### config.mk
export PLATFORM = sky130hd
export DESIGN_NAME = ball_motion
export DESIGN_NICKNAME = d
export VERILOG_FILES = /design/src/rtl/ball_motion.sv
export SDC_FILE = /design/constraint.sdc
export NUM_CORES = 1
export LEC_CHECK = 0
export BUFFER_PORTS_ARGS = -buffer_cell sky130_fd_sc_hd__buf_2
export CAP_MARGIN = 20
export CORE_MARGIN = 2
export CORE_UTILIZATION = 60
export CTS_CLUSTER_DIAMETER = 150
export CTS_CLUSTER_SIZE = 10
export DETAILED_ROUTE_END_ITERATION = 7
export PLACE_DENSITY = 0.86
export REMOVE_ABC_BUFFERS = 1
export SYNTH_ARGS = -nofsm -noshare
export SYNTH_HDL_FRONTEND = slang
export SYNTH_SLANG_ARGS = --single-unit
### constraint.sdc
create_clock -name clk -period 5.1 [get_ports clk]
set_input_delay 0.255 -clock clk [delete_from_list [all_inputs] [get_ports clk]]
set_output_delay 0.255 -clock clk [all_outputs]
set_load 0.01 [all_outputs]
### src/rtl/ball_motion.sv
`default_nettype none
// +--------------------------------------------------------------------------+
// | Module   : ball_motion                                                   |
// | Purpose  : Ball position generator with wall/paddle reflection, miss     |
// |            detection and serve/respawn sequencing.                       |
// | Revision : 1.0  initial release                                          |
// +--------------------------------------------------------------------------+
module ball_motion #(
    parameter int H_RES       = 640,
    parameter int V_RES       = 480,
    parameter int BALL_SIZE   = 8,
    parameter int PADDLE_Y    = 460,
    parameter int PADDLE_W    = 64,
    parameter int START_X     = 316,
    parameter int START_Y     = 236,
    parameter int STEP_DIV    = 250000,
    parameter int SERVE_DELAY = 60
) (
    input  logic        clk,
    input  logic        rst,
    input  logic        serve,
    input  logic [10:0] px,
    output logic [10:0] bx,
    output logic [10:0] by,
    output logic        in_play,
    output logic        bounce,
    output logic        miss
);

    localparam int c_cnt_w = $clog2(STEP_DIV);
    localparam int c_dly_w = (SERVE_DELAY > 1) ? $clog2(SERVE_DELAY) : 1;

    localparam logic [10:0]        c_x_max    = 11'(H_RES - BALL_SIZE);
    localparam logic [10:0]        c_y_max    = 11'(V_RES - BALL_SIZE);
    localparam logic [10:0]        c_start_x  = 11'(START_X);
    localparam logic [10:0]        c_start_y  = 11'(START_Y);
    localparam logic [c_cnt_w-1:0] c_cnt_last = c_cnt_w'(STEP_DIV - 1);
    localparam logic [c_dly_w-1:0] c_dly_last = c_dly_w'(SERVE_DELAY - 1);

    localparam logic [1:0] c_st_idle = 2'd0;
    localparam logic [1:0] c_st_play = 2'd1;
    localparam logic [1:0] c_st_miss = 2'd2;

    logic [1:0]         r_state, w_state_n;
    logic [10:0]        r_bx, w_bx_n;
    logic [10:0]        r_by, w_by_n;
    logic               r_dx, w_dx_n;
    logic               r_dy, w_dy_n;
    logic [c_cnt_w-1:0] r_cnt;
    logic [c_dly_w-1:0] r_dly, w_dly_n;
    logic               r_bounce, w_bounce_n;
    logic               r_miss, w_miss_n;

    logic w_step;
    logic w_flip_x;
    logic w_flip_top;
    logic w_overlap;
    logic w_flip_pad;
    logic w_at_bottom;

    assign w_step = (r_cnt == c_cnt_last);

    // Reflection conditions, evaluated on the current position/direction.
    // Sums are widened to 12 bits so that edge coordinates cannot wrap.
    assign w_flip_x    = r_dx ? (r_bx == c_x_max) : (r_bx == 11'd0);
    assign w_flip_top  = !r_dy && (r_by == 11'd0);
    assign w_overlap   = (({1'b0, r_bx} + 12'(BALL_SIZE)) > {1'b0, px}) &&
                         ({1'b0, r_bx} < ({1'b0, px} + 12'(PADDLE_W)));
    assign w_flip_pad  = r_dy && (({1'b0, r_by} + 12'(BALL_SIZE)) == 12'(PADDLE_Y)) && w_overlap;
    assign w_at_bottom = r_dy && (r_by == c_y_max) && !w_flip_pad;

    always_ff @(posedge clk) begin
        if (rst) begin
            r_state  <= c_st_idle;
            r_bx     <= c_start_x;
            r_by     <= c_start_y;
            r_dx     <= 1'b1;
            r_dy     <= 1'b0;
            r_cnt    <= '0;
            r_dly    <= '0;
            r_bounce <= 1'b0;
            r_miss   <= 1'b0;
        end else begin
            r_state  <= w_state_n;
            r_bx     <= w_bx_n;
            r_by     <= w_by_n;
            r_dx     <= w_dx_n;
            r_dy     <= w_dy_n;
            r_cnt    <= w_step ? '0 : r_cnt + c_cnt_w'(1);
            r_dly    <= w_dly_n;
            r_bounce <= w_bounce_n;
            r_miss   <= w_miss_n;
        end
    end

    always_comb begin
        w_state_n  = r_state;
        w_bx_n     = r_bx;
        w_by_n     = r_by;
        w_dx_n     = r_dx;
        w_dy_n     = r_dy;
        w_dly_n    = r_dly;
        w_bounce_n = 1'b0;
        w_miss_n   = 1'b0;
        case (r_state)
            c_st_idle: begin
                w_bx_n = c_start_x;
                w_by_n = c_start_y;
                w_dx_n = 1'b1;
                w_dy_n = 1'b0;
                if (serve) begin
                    w_state_n = c_st_play;
                end
            end
            c_st_play: begin
                if (w_step) begin
                    // A miss freezes the ball entirely, including any pending x flip.
                    if (w_at_bottom) begin
                        w_state_n = c_st_miss;
                        w_dly_n   = '0;
                        w_miss_n  = 1'b1;
                    end else begin
                        w_dx_n     = r_dx ^ w_flip_x;
                        w_dy_n     = r_dy ^ (w_flip_top | w_flip_pad);
                        w_bx_n     = w_dx_n ? r_bx + 11'd1 : r_bx - 11'd1;
                        w_by_n     = w_dy_n ? r_by + 11'd1 : r_by - 11'd1;
                        w_bounce_n = w_flip_x | w_flip_top | w_flip_pad;
                    end
                end
            end
            c_st_miss: begin
                if (w_step) begin
                    if (r_dly == c_dly_last) begin
                        w_state_n = c_st_idle;
                        w_bx_n    = c_start_x;
                        w_by_n    = c_start_y;
                        w_dx_n    = 1'b1;
                        w_dy_n    = 1'b0;
                        w_dly_n   = '0;
                    end else begin
                        w_dly_n = r_dly + c_dly_w'(1);
                    end
                end
            end
            default: begin
                w_state_n = c_st_idle;
            end
        endcase
    end

    assign bx      = r_bx;
    assign by      = r_by;
    assign in_play = (r_state == c_st_play);
    assign bounce  = r_bounce;
    assign miss    = r_miss;

endmodule
`default_nettype wire

-- Word level (Yosys, flattened, before mapping)
Cells that the tools add are included.
- bits in read-only memories: 0
- output and inout port bits: 25
- word-level logic and storage cells: 94
- latch bits: 0
- bits in registers: 52
- input port bits: 14
- memories kept: 0
- bits in writable memories: 0
- reduce and logical (&&, ||, !) cells: 19
- $mul: 0
- $add $sub $neg: 9
- bitwise gates (word level): 7
- magnitude comparators: 2
- equal/unequal tests: 13
- div/mod/pow operators: 0
- muxes and demuxes: 35
- shift-type cells: 0
- operators by type and width (operator ; number):
    11-bit two-way mux ; 10
    11-bit one-hot mux with 3 select lines ; 2
    11-bit by 4-bit adder with 12-bit output (second input constant) ; 2
    6-bit two-way mux ; 4
    11-bit by 1-bit adder with 11-bit output (second input constant) ; 2
    11-bit zero test ; 2
    11-bit by 1-bit subtractor with 11-bit output (second input constant) ; 2
    18-bit by 1-bit adder with 18-bit output (second input constant) ; 1
    18-bit == test (second input constant) ; 1
    11-bit by 7-bit adder with 12-bit output (second input constant) ; 1
    12-bit by 9-bit == test with 1-bit output (second input constant) ; 1
    12-bit by 11-bit greater-than comparator with 1-bit output ; 1
    11-bit by 12-bit less-than comparator with 1-bit output ; 1
    6-bit one-hot mux with 2 select lines ; 1
    11-bit by 10-bit == test with 1-bit output (second input constant) ; 1
    11-bit by 9-bit == test with 1-bit output (second input constant) ; 1
    1-bit two-way mux ; 10
    2-bit two-way mux ; 5
    5-bit AND reduction ; 2
    2-bit inequality test (second input constant) ; 4
    6-bit by 1-bit adder with 6-bit output (second input constant) ; 1
    6-bit == test (second input constant) ; 1
    1-bit logical AND ; 6
    1-bit one-hot mux with 3 select lines ; 2
    other kinds (15) ; 21

-- Logic depth before layout (Yosys ltp)
Gate-level depths: netlist (run 1).
- depth after elaboration: 10
- depth in mapped cells: 18

-- Worst setup path after synthesis (run 1)
OpenSTA, ideal clock, no wires.
- path type: reg-to-reg
- from: reg r_bx[3] (netlist: bx[3])
- to: reg r_by[9] (netlist: by[9])
- stages on the path, launching flop included: 19
- library setup time: 128 ps
- arrival: 3855 ps
- data required time: 4972 ps
- period minus slack after synthesis: 3982 ps
- path slack: 1118 ps
- cells stage by stage: dfxtp_1 ha_1 nand3_1 nor2_1 xor2_1 ha_1 and3_1 nand2_1 o311ai_1 a211o_1 o22ai_2 ha_1 a21oi_1 o21ai_0 a2111oi_0 o31ai_1 xor2_1 a22oi_1 nor2_1
- cells in the longest elaborated chain, start to end: 10
- elaborated cells on any way between the ends: 15
- ends and longest elaborated chain (element ; RTL line ; text):
    start: declaration ; 45 ; logic [10:0] r_bx, w_bx_n;
    start signal: assignment ; 75 ; r_bx <= c_start_x;
    start signal: assignment ; 85 ; r_bx <= w_bx_n;
    11-bit by 4-bit adder with 12-bit output ; 67 ; assign w_overlap = (({1'b0, r_bx} + 12'(BALL_SIZE)) > {1'b0, px}) &&
    12-bit by 11-bit greater-than comparator with 1-bit output ; 67 ;
    1-bit logical AND * ; 67 ;
    1-bit logical AND * ; 69 ; assign w_flip_pad = r_dy && (({1'b0, r_by} + 12'(BALL_SIZE)) == 12'(PADDLE_Y)) && w_overlap;
    1-bit bitwise OR ; 124 ; w_dy_n = r_dy ^ (w_flip_top | w_flip_pad);
    1-bit bitwise XOR ; 124 ;
    11-bit two-way mux ; 126 ; w_by_n = w_dy_n ? r_by + 11'd1 : r_by - 11'd1;
    11-bit two-way mux ; 118 ; if (w_at_bottom) begin
    11-bit two-way mux ; 116 ; if (w_step) begin
    11-bit one-hot mux with 3 select lines ; 105 ; case (r_state)
    end signal: assignment ; 76 ; r_by <= c_start_y;
    end signal: assignment ; 86 ; r_by <= w_by_n;
    end: declaration ; 46 ; logic [10:0] r_by, w_by_n;
Every way passes the cells marked *; elsewhere a longest branch is shown, timed or not. The select of a mux whose other input is x is not followed.
A chain may end at the register's enable or synchronous reset.

-- Worst setup path after layout (run 1)
- from: reg r_bx[5] (netlist: bx[5])
- to: reg r_by[9] (netlist: by[9])
Same word-level chain as after synthesis.

==> impl_metrics.toml, run 1 <==
[logic_synthesis]
ys_ff_latch = 52
synth_seq_area_share_pct = 27.6
ys_top_cells_by_area = "dfxtp_1 (28%), ha_1 (14%), xnor2_1 (5.8%)"
ys_warn_count = 0
synth_top_family_by_area = "simple AND/OR/NAND/NOR gates"
netlist_instances = 470
yosysUniqueCellTypes = 56
syn_area_um2 = 3780
yosys-mux-area-fraction_pct = 0.795
yosysTopAreaCell = "dfxtp_1"
netlist.area_leader.share_pct = 27.6
synth-simple-area-share_pct = 26.2
synthFlopType = "dfxtp_1"
synth-compound-area-share_pct = 15.7
synth.avg_cell_area_um2 = 8.03
synth-xor-area-share_pct = 10.2
synth-edff-count = 0
synthArstFlopShare_pct = 0
synthAdderAreaFrac_pct = 15.0

[critical_path]
cp-start-kind = "register"
crit_type = "register to register"
cpPeakStageDelay_ns = 0.51
worst_path_max_delay_cell = "dfxtp_1"
cp_data_arrival_time_ns = 4.61
cp_data_required_time_ns = 5.29
cp_num_buf_inv = 0
cpMostUsedCell = "ha_1"
critical_path_peak_fanout = 13
critPathTopFamily = "compound AO/OA/AOI/OAI gates"
path_cells = "and4_1 > nand4_1 > xnor2_1 > ha_1 > and3_1 > nand2_1 > a21o_1 > a211o_1 > o22ai_2 > ha_1 > a21oi_1 > o21ai_0 > a2111oi_0 > o31ai_1 > xor2_1 > a22oi_1 > nor2_1"
crit_path_end_kind = "register"

[clocking]
clk_path_buf_depth = 2
clkSlewWorstSetupHoldPaths_ns = 0.10
clock-root-buffer = "clkbuf_8"
clock-sinks = 52
cts_post_setup_buffers_inserted = 0
cts_hold_buf = 0
cts_max_level = 2
cts_resized = 0
numCtsBuffers = 5
tritoncts = "yes"
clk_latency_ns = 0.31

[detailed_routing]
ant_nets = 0
wl_per_cell_um = 14.6
drc = 0
routed_wl_um = 8430
drt_first_pass_iters = 4
num_vias = 3456
via_per_inst = 5.98
drt-initial-drc-count = 223

[sta]
hold_viol_final = 0
min_period_over_period_pct = 86.7
setup-violations-final = 0
skew_ns = 0.00877
fin_setup_tns_ns = 0
clock.fmax_mhz = 226
max_slew_margin_pct = 39.8
tightest_slew_ns = 0.900
rsz0062_at_grt = "no"
period_needed_ns = 4.42
drv_slew = 0

[die]
dieArea_um2 = 6940
core_um2 = 5990
io_pins = 39
dieHeight_um = 83.3
row_count = 28
die_x_um = 83.3
start_util_pct = 63.0

[power_and_ir_drop]
irDropWorstVdd_mv = 0.189
power_density_nw_per_um2 = 186
p_leak_uw = 0.00175

[layout]
drive_gt1_share_pct = 10.9
fin_area_um2 = 4110
areaGrowthSynthToFinish_pct = 8.85
diodes = 0
fin_nets = 560
post-route-util_pct = 68.6

[global_route]
grt_max_degree = 38
overflow = 0
grt_use_total_pct = 24.6
antenna_found_initial = 0
grt_pass1_wl_um = 14500
grt_pass1_vias = 3229

[hold_path]
hold_class = "input port to register"

[placement]
gp_congestion = 0.885
dp_hpwl_um = 6240
portBuffers = 38
placed_cell_area_um2 = 4000

[outcome]
outcome = "complete, no violations"

[flow_run]
drv_cap = 0
==> registers in the layout, indices dropped and copies added (netlist names) <==
signal	flops
bx	11
r_dy	1
miss	1
r_dly	6
r_state	2
bounce	1
r_cnt	18
by	11
r_dx	1
==> tightest hold or removal path: stages <==
cell     delay (ns)
buf_2          0.08
o21ai_0        0.06
nor3_1         0.11
==> cells in the mapped netlist (3+ instances only) <==
cell type	instances
o21ai_0	20
ha_1	42
and3_1	9
o22ai_1	8
xor2_1	19
a21oi_1	27
a22oi_1	3
nor2b_1	7
mux2i_1	3
o21a_1	3
inv_1	28
o211ai_1	3
a2111oi_0	3
xnor2_1	25
clkbuf_1	11
nor2_1	55
a211o_1	3
nor4_1	6
nand2_1	35
and4_1	3
nand4_1	5
nand2b_1	11
a21o_1	5
a31oi_1	3
nand3_1	31
or3_1	3
dfxtp_1	52
nor3_1	10
==> worst paths after layout <==
path / slack, ns / from / cells past startpoint / to
max: 0.68 / bx[5]$_SDFFE_PP1P_ / 17 / by[9]$_SDFFE_PP0P_
min: 0.23 / serve / 3 / r_state[0]$_SDFFE_PP0P_
max reg2reg: 0.68 / bx[5]$_SDFFE_PP1P_ / 17 / by[9]$_SDFFE_PP0P_
min reg2reg: 0.47 / r_cnt[0]$_SDFF_PP0_ / 1 / r_cnt[0]$_SDFF_PP0_
==> area by class of cell <==
cell class                      count  area, um2
Tap cell                           75       93.8
Inverter                           28        105
Sequential cell                    52       1040
Multi-Input combinational cell    376       2560
Clock inverter                      2       38.8
Timing Repair Buffer               39        198
Fill cell                         514       1880
Clock buffer                        6       72.6
==> cells by family after synthesis <==
logic type	Yosys count
AND/OR/NAND/NOR	192
multiplexers	3
AO/OA/AOI/OAI	93
adder cells (fa/ha/maj)	44
buffers and inverters	42
XOR/XNOR	44
flip-flops	52
==> power by group <==
part	switching, uW	leakage, uW	internal (uW)
Clock	147	0.0000558	149
Combinational	33.8	0.00128	21.4
Sequential	2.97	0.000420	408
Total	184	0.00175	578
==> placed cells by master (no fill, tap or decap), drive strengths merged, types with 5 or more instances in the layout <==
cell type	instances
inv	29
ha	42
clkbuf	6
xnor2	25
and3	10
dfxtp	52
buf	39
a21o	5
nand4	5
nand2b	11
nor2	55
a21oi	27
nor4	6
nand3	32
o22ai	9
nand2	35
nor3	10
xor2	19
nor2b	7
o21ai	20
==> metal layers <==
metal / track usage, % / vias up / wire length, um
met4: 6.71 / 0 / 94
met5: 0 / - / 0
met2: 42.2 / 95 / 4150
li1: - / 1735 / -
met3: 3.88 / 10 / 512
met1: 31.9 / 1616 / 3670
==> per-stage QoR <==
step	setup slack, ns	hold slack (ns)	power, uW	std cells
floorplan	1.13	0.324	453	456
global placement	0.822	0.436	474	570
detailed placement	0.668	0.456	476	570
CTS	0.651	0.239	761	578
global route	0.196	0.257	790	578
finish	0.679	0.229	762	578
No activity file was read; power rests on OpenSTA's default activity.
==> run 2: changes to the inputs <==
--- a/config.mk
+++ b/config.mk
@@ -13,7 +13,6 @@
 export CTS_CLUSTER_SIZE = 10
 export DETAILED_ROUTE_END_ITERATION = 7
 export PLACE_DENSITY = 0.86
-export REMOVE_ABC_BUFFERS = 1
 export SYNTH_ARGS = -nofsm -noshare
 export SYNTH_HDL_FRONTEND = slang
 export SYNTH_SLANG_ARGS = --single-unit
==> run 2 against run 1 <==
Routed wire length increased by 2.2%; non-clock buffer count increased by 1; largest power group unchanged; highest routed layer unchanged; worst hold slack improved by 0.050 ns; fmax decreased by 2.4%; largest cell class unchanged; combinational power increased by 4.2%; global-route usage increased by 0.76 points.
==> impl_metrics.toml, run 2 (synthesis results as in run 1) <==
[detailed_routing]
wl_per_cell_um = 14.9
num_vias = 3478
ant_nets = 0
drt-initial-drc-count = 215
via_per_inst = 6.01
drc = 0
drt_first_pass_iters = 4
routed_wl_um = 8620

[die]
row_count = 28
start_util_pct = 63.0
die_x_um = 83.3
io_pins = 39
core_um2 = 5990
dieArea_um2 = 6940
dieHeight_um = 83.3

[hold_path]
hold_depth = 3
min_from = "serve"
hold_end = "r_state[0]$_SDFFE_PP0P_"
hold_class = "input port to register"

[layout]
fin_cells = 579
areaGrowthSynthToFinish_pct = 8.52
fillers = 513
drive_gt1_share_pct = 11.3
mostFrequentLayoutCells = "nor2_1 (55), dfxtp_1 (52), ha_1 (42), buf_2 (38), nand2_1 (35)"
largest_register = "r_cnt"
diodes = 0
fin_nets = 561
mostFrequentLayoutCell = "nor2_1"
largest_register_ffs = 18

[sta]
fin_setup_tns_ns = 0
hold_viol_final = 0
setup-violations-final = 0
skew_ns = 0.0112
tightest_slew_ns = 0.667
rsz0062_at_grt = "no"
clock.fmax_mhz = 221
min_period_over_period_pct = 88.8
max_slew_margin_pct = 55.1
period_needed_ns = 4.53
drv_slew = 0

[placement]
portBuffers = 38
dp_hpwl_um = 6350
gp_congestion = 0.960
place_inst = 571

[clocking]
clkSlewWorstSetupHoldPaths_ns = 0.10
cts_max_level = 2
clk_latency_ns = 0.31
tritoncts = "yes"
clock-root-buffer = "clkbuf_8"
cts_resized = 0
clock-sinks = 52
clk_path_buf_depth = 2
cts_post_setup_buffers_inserted = 0
cts_hold_buf = 0
numCtsBuffers = 5

[critical_path]
cp_data_arrival_time_ns = 4.71
crit_path_end_kind = "register"
cp-start-kind = "register"
crit_type = "register to register"
cp_data_required_time_ns = 5.28
crit_path_start = "bx[5]$_SDFFE_PP1P_"
timing.rr.start = "bx[5]$_SDFFE_PP1P_"
r2r_setup_slack_ns = 0.57
reg2reg_to = "by[9]$_SDFFE_PP0P_"
r2r_cells = 17
critical_path_peak_fanout = 13

[global_route]
overflow = 0
grt_pass1_vias = 3330
grt_use_total_pct = 25.3
antenna_found_initial = 0
grt_pass1_wl_um = 14700
grt_max_degree = 38

[power_and_ir_drop]
irDropWorstVdd_mv = 0.147
total_power_uw = 708
p_leak_uw = 0.00175
power_density_nw_per_um2 = 173

[outcome]
outcome = "complete, no violations"

[logic_synthesis]
synth_nets = 528

[flow_run]
drv_cap = 0
==> run 2: cell count changes in the layout (fill, tap and decap cells not counted), sizes merged <==
cell,previous run,this run
bufinv,1,0
clkinv,0,2
clkbuf,6,5
buf,39,40
==> run 2: where the power goes <==
part           internal, uW  switching, uW  leakage [uW]
Sequential              408           2.86      0.000420
Clock                  98.6            141     0.0000485
Combinational          22.1           35.4       0.00128
==> run 2: per-layer routing <==
layer	vias up	GRT usage [%]	part of all wire (%)
met3	17	3.68	5.4
met5	-	0	0
met1	1629	30.4	43
li1	1737	-	-
met2	95	45.8	50
met4	0	8.79	1.7
==> run 2: layout make-up <==
| type | instances | area [um2] | area share, % |
|---|---|---|---|
| inverter | 28 | 105 | 2.56 |
| tap | 75 | 93.8 | 2.29 |
| clock inverter | 3 | 22.5 | 0.550 |
| clock buffer | 5 | 68.8 | 1.68 |
| sequential | 52 | 1040 | 25.4 |
| multi-input combinational | 376 | 2560 | 62.5 |
| timing repair buffer | 40 | 205 | 5.01 |
==> run 2: worst max-delay path by stage <==
stage                         end  slack (ns)  depth (start not counted)
2_1_floorplan  by[9]$_SDFFE_PP0P_        1.12                         18
3_3_place_gp   by[9]$_SDFFE_PP0P_        0.79                         18
3_5_place_dp   by[9]$_SDFFE_PP0P_        0.64                         18
4_1_cts        by[9]$_SDFFE_PP0P_        0.62                         18
5_1_grt        by[9]$_SDFFE_PP0P_         0.1                         18
6_report       by[9]$_SDFFE_PP0P_        0.57                         17
==> run 2: per-stage QoR <==
stage | setup WS (ns) | hold WS (ns) | util, % | instance area (um2)
3_3_place_gp | 0.794 | 0.438 | 66.9 | 4010
3_5_place_dp | 0.644 | 0.445 | 66.9 | 4010
4_1_cts | 0.617 | 0.267 | 68.4 | 4100
5_1_grt | 0.0959 | 0.349 | 68.4 | 4100
2_1_floorplan | 1.12 | 0.426 | - | 3780
6_report | 0.572 | 0.279 | 68.4 | 4100
==> run 2: worst max-delay path, cell delays in order, from the launching register on <==
cell	delay, ns
dfxtp_1	0.51
and4_1	0.31
nand4_1	0.16
xnor2_1	0.17
ha_1	0.31
and3_1	0.17
nand2_1	0.07
a21o_1	0.15
a211o_1	0.28
o22ai_2	0.49
ha_1	0.35
a21oi_1	0.17
o21ai_0	0.11
a2111oi_0	0.53
o31ai_1	0.19
xor2_1	0.17
a22oi_1	0.19
nor2_1	0.06
